===== src/rtl/bcd_down_timer.sv =====
// rtl/bcd_down_timer.sv - cascaded BCD down-counter with run/pause/idle control and done pulse
// Optional add-30-seconds feature enabled by defining BCD_TIMER_ADD30_EN.
module bcd_down_timer #(
  parameter int                 DIGITS    = 4,
  parameter logic [DIGITS-1:0]  MOD6_MASK = 4'b0010
) (
  input  logic                  clk,
  input  logic                  clr,
  input  logic [4*DIGITS-1:0]   data,
  input  logic                  load,
  input  logic                  start,
  input  logic                  pause,
  input  logic                  tick,
`ifdef BCD_TIMER_ADD30_EN
  input  logic                  add30,
`endif
  output logic [4*DIGITS-1:0]   out,
  output logic                  zero,
  output logic                  running,
  output logic                  done
);

  typedef enum logic [1:0] {IDLE, RUN, PAUSE} state_t;

  state_t              state;
  logic [4*DIGITS-1:0] clamped;
  logic [4*DIGITS-1:0] dec;
  logic                borrow;

  function automatic logic [3:0] dmax(input int i);
    return MOD6_MASK[i] ? 4'd5 : 4'd9;
  endfunction

  always_comb begin
    clamped = data;
    for (int i = 0; i < DIGITS; i++) begin
      if (data[4*i +: 4] > dmax(i))
        clamped[4*i +: 4] = dmax(i);
    end
  end

  // Borrow ripples from digit 0 upward; a digit at 0 reloads its maximum.
  always_comb begin
    dec    = out;
    borrow = 1'b1;
    for (int i = 0; i < DIGITS; i++) begin
      if (borrow) begin
        if (out[4*i +: 4] == 4'd0) begin
          dec[4*i +: 4] = dmax(i);
        end else begin
          dec[4*i +: 4] = out[4*i +: 4] - 4'd1;
          borrow        = 1'b0;
        end
      end
    end
  end

`ifdef BCD_TIMER_ADD30_EN
  logic [4*DIGITS-1:0] added;
  logic                carry;
  logic [4:0]          sum;
  logic [4:0]          wrapped;

  // +3 on digit 1, carry upward; carry out of the top digit saturates everything.
  always_comb begin
    added   = out;
    carry   = 1'b0;
    sum     = '0;
    wrapped = '0;
    for (int i = 1; i < DIGITS; i++) begin
      sum     = {1'b0, out[4*i +: 4]} + {4'b0, carry} + ((i == 1) ? 5'd3 : 5'd0);
      wrapped = sum - {1'b0, dmax(i)} - 5'd1;
      if (sum > {1'b0, dmax(i)}) begin
        added[4*i +: 4] = wrapped[3:0];
        carry           = 1'b1;
      end else begin
        added[4*i +: 4] = sum[3:0];
        carry           = 1'b0;
      end
    end
    if (carry) begin
      for (int i = 0; i < DIGITS; i++)
        added[4*i +: 4] = dmax(i);
    end
  end
`endif

  always_ff @(posedge clk) begin
    done <= 1'b0;
    if (clr) begin
      out     <= '0;
      zero    <= 1'b1;
      running <= 1'b0;
      state   <= IDLE;
    end else if (load && state != RUN) begin
      out     <= clamped;
      zero    <= (clamped == '0);
      running <= 1'b0;
      state   <= IDLE;
    end
`ifdef BCD_TIMER_ADD30_EN
    else if (add30) begin
      out  <= added;
      zero <= (added == '0);
      if (state == IDLE) begin
        state   <= RUN;
        running <= 1'b1;
      end
    end
`endif
    else if (pause && state == RUN) begin
      state   <= PAUSE;
      running <= 1'b0;
    end else if (start && state != RUN && out != '0) begin
      state   <= RUN;
      running <= 1'b1;
    end else if (tick && state == RUN && out != '0) begin
      out  <= dec;
      zero <= (dec == '0);
      if (dec == '0) begin
        done    <= 1'b1;
        running <= 1'b0;
        state   <= IDLE;
      end
    end
  end

endmodule


===== config.mk =====
export PLATFORM = sky130hd
export DESIGN_NAME = bcd_down_timer
export DESIGN_NICKNAME = d
export VERILOG_FILES = /design/src/rtl/bcd_down_timer.sv
export SDC_FILE = /design/constraint.sdc
export NUM_CORES = 1
export LEC_CHECK = 0
export BUFFER_PORTS_ARGS = -buffer_cell sky130_fd_sc_hd__buf_2
export CAP_MARGIN = 20
export CORE_MARGIN = 2
export CORE_UTILIZATION = 50
export CTS_CLUSTER_SIZE = 10
export DETAILED_ROUTE_END_ITERATION = 7
export GPL_ROUTABILITY_DRIVEN = 0
export PLACE_DENSITY_LB_ADDON = 0.1
export SKIP_LAST_GASP = 1
export SYNTH_ARGS = -nofsm -noshare
export SYNTH_HDL_FRONTEND = slang
export SYNTH_SLANG_ARGS = --single-unit

===== constraint.sdc =====
create_clock -name clk -period 2.3 [get_ports clk]
set_input_delay 0.115 -clock clk [delete_from_list [all_inputs] [get_ports clk]]
set_output_delay 0.115 -clock clk [all_outputs]
set_load 0.01 [all_outputs]

==> impl_metrics.csv <==
group,metric,value,unit
outcome,status,"complete, no violations",
final_layout,syn_to_final_growth,22.6,%
worst_setup_path,cp.arrival,2.39,ns
floorplan,coreArea,2430,um2
global_route,grt_pass1_wl,5.38,mm
placed_design,dp_hpwl,2.71,mm
synthesis,yosysTopAreaCell,"dfxtp_1",
timing,fin_setup_tns,0,ns
power,seq_power_share,46.8,%
cts,hold_buffers,0,
global_route,first_global_vias,1200,
cts,cts_tree,"done",
final_layout,layout-drive-gt1-share,31.3,%
timing,fin_crit_sh,94.3,%
power,netSwitchingPower,0.000303,W
timing,worst_pin_slew,0.541,ns
power,finalPower,0.000855,W
drt,wirelength,3.64,mm
floorplan,fp.dieW,54.1,um
floorplan,start_util,51.6,%
synthesis,synth_top_area_share,31.9,%
global_route,antenna_found_initial,0,
power,powerDensity,556,nW/um2
worst_setup_path,required,2.52,ns
synthesis,synth_seq_area_share,31.9,%
timing,setup_viol,0,
final_layout,fill_cells,242,
synthesis,synth_nets,179,
worst_setup_path,ff2ff_setup_slack,0.13,ns
final_layout,register_area,400,um2
synthesis,synth_area,1250,um2
worst_setup_path,crit_type,"reg -> reg",
drt,wire_per_inst,15.7,um
cts,cts_buffers,3,
floorplan,dieHeight,54.1,um
cts,clock-sinks,20,
synthesis,synth-main-ff-cell,"dfxtp_1",
global_route,grt.total_usage,25.6,%
cts,post_cts_buffers,0,
timing,grt_setup_unrepaired,"false",
power,pwr-share-comb,32.8,%
synthesis,syn_inst,157,
flow_run,cap_violations,0,
cts,clk_latency,0.30,ns
power,ir_drop,0.000404,V
floorplan,pin_count,41,
synthesis,ys_ff_latch,20,
timing,drv_slew,0,
drt,vias_per_cell,6.35,
synthesis,yosys_warnings,0,
synthesis,ys_types,48,
synthesis,yosys-top-cells-area,"dfxtp_1 32%, a21oi_1 5.2%, nor2_1 4.5%",
drt,vias,1468,
worst_setup_path,endpoint_kind,"flop",
placed_design,numPortBuffers,40,
drt,ant_nets,0,
global_route,grt_start_max_net_pins,17,
drt,drcViolationCount,0,
floorplan,dieArea,2930,um2
cts,cts_root_buf,"clkbuf_4",
final_layout,multi_input_area,796,um2
cts,clk_pin_slew,0.12,ns
drt,drtPass1Iterations,4,
worst_hold_path,min_path_type,"in -> reg",
synthesis,synth_edf_count,0,
power,switching_share,35.4,%
timing,slew_headroom,63.8,%
timing,fin_skew,0.00159,ns
final_layout,nets,225,
power,leakagePower,0.638,nW
worst_setup_path,start_kind,"flop",
timing,max_clock_freq,461,MHz
drt,first_iter_violations,65,
synthesis,ys_async_sr_fraction,0,%
cts,clk_path_buf_depth,2,
worst_setup_path,path_max_fanout,8,
synthesis,syn_avg_cell_area,7.99,um2
floorplan,rows,18,
power,internal-power,0.000552,W
timing,hold_violations,0,
power,pwr-share-clk,20.4,%
timing,period_needed,2.17,ns
global_route,overflow,0,
final_layout,n_antenna_cell,0,
cts,h-tree-depth,1,
## cell usage in the layout, fill, tap and decap left out, types with 4 or more instances in the layout
master and n:
o21ai_0 8, buf_4 9, nor2_1 15, nor3_1 7, inv_1 4, o21a_1 4, nor4_1 7, buf_2 40
nand3_1 7, a21oi_1 13, dfxtp_1 20, nand2_1 8
## area by class of cell
class / count / share of cell area (%)
repair buffers: 49 / 17.4
flip-flops and latches: 20 / 26.0
well taps: 30 / 2.44
multi-input cells: 125 / 51.7
inverters: 4 / 0.976
clock buffers: 3 / 1.46
## stage by stage
stage	setup slack, ns	hold WS [ns]	instance area (um2)	cells	utilization (%)
3_5_place_dp	0.114	0.340	1510	228	62.1
5_1_grt	0.0244	0.0171	1540	231	63.3
6_report	0.132	0.0185	1540	231	63.3
2_1_floorplan	0.161	0.216	1250	157	-
3_3_place_gp	0.185	0.330	1510	228	62.1
4_1_cts	0.0918	0.0113	1530	231	63.1
## state kept, by name (all words and copies together), names as in the netlist
| name | flops |
|---|---|
| out | 16 |
| done | 1 |
| running | 1 |
| state | 1 |
| zero | 1 |
## cells in the mapped netlist, drive strengths merged, types with 2 or more instances
library cell and instances:
dfxtp 20, nor2 15, a21oi 13, nand2 8, o21ai 8, nand3 7
nor3 7, nor4 7, buf 6, or4 5, inv 4, o21a 4
a31oi 3, nand4 3, o31ai 3, o41ai 3, or2 3, a221oi 2
a311oi 2, a32o 2, clkbuf 2, nand2b 2, nand4b 2, nor2b 2
nor3b 2, o211ai 2, o22ai 2, o311ai 2, xnor2 2
## power groups by stage
stage	combinational (W)	clock (W)	sequential (W)
4_1_cts	0.000275	0.000179	0.000400
3_5_place_dp	0.000273	0	0.000408
6_report	0.000280	0.000174	0.000400
5_1_grt	0.000305	0.000189	0.000405
2_1_floorplan	0.000163	0	0.000418
3_3_place_gp	0.000269	0	0.000406
## worst paths after layout
kind,startpoint,endpoint,depth (start not counted)
hold / removal,tick,running,2
setup reg to reg,out[4],out[10],4
setup / recovery,out[4],out[10],4
hold reg to reg,out[7],out[7],1
## kinds of logic (layout without fill, tap and decap cells)
logic type	Yosys count	in the layout	share of synthesized area (%)
XOR/XNOR	3	3	2.09
multiplexers	1	1	0.897
AND/OR/NAND/NOR	69	69	30.7
AO/OA/AOI/OAI	52	52	29.3
buffers and inverters	12	56	5.08
flip-flops	20	20	31.9
## critical path, stage by stage (launching register included)
cell and delay [ns]:
dfxtp_1 0.39, or4_1 0.64, or3_4 0.41, o311a_2 0.39
o41ai_2 0.26
## what timing repair did
item / 4_1_cts / 5_1_grt
resized for setup: 0 / 1
endpoints found under the hold margin: 0 / 0
setup endpoints to repair: 0 / 2
## routing by layer
metal	vias up	GRT usage (%)	part of all wire (%)
met5	-	0	0
met4	0	10.4	0.85
met3	4	2.50	7.6
met2	72	41.5	47
met1	681	34.6	44
li1	711	-	-
No activity file was read; power rests on OpenSTA's default activity.
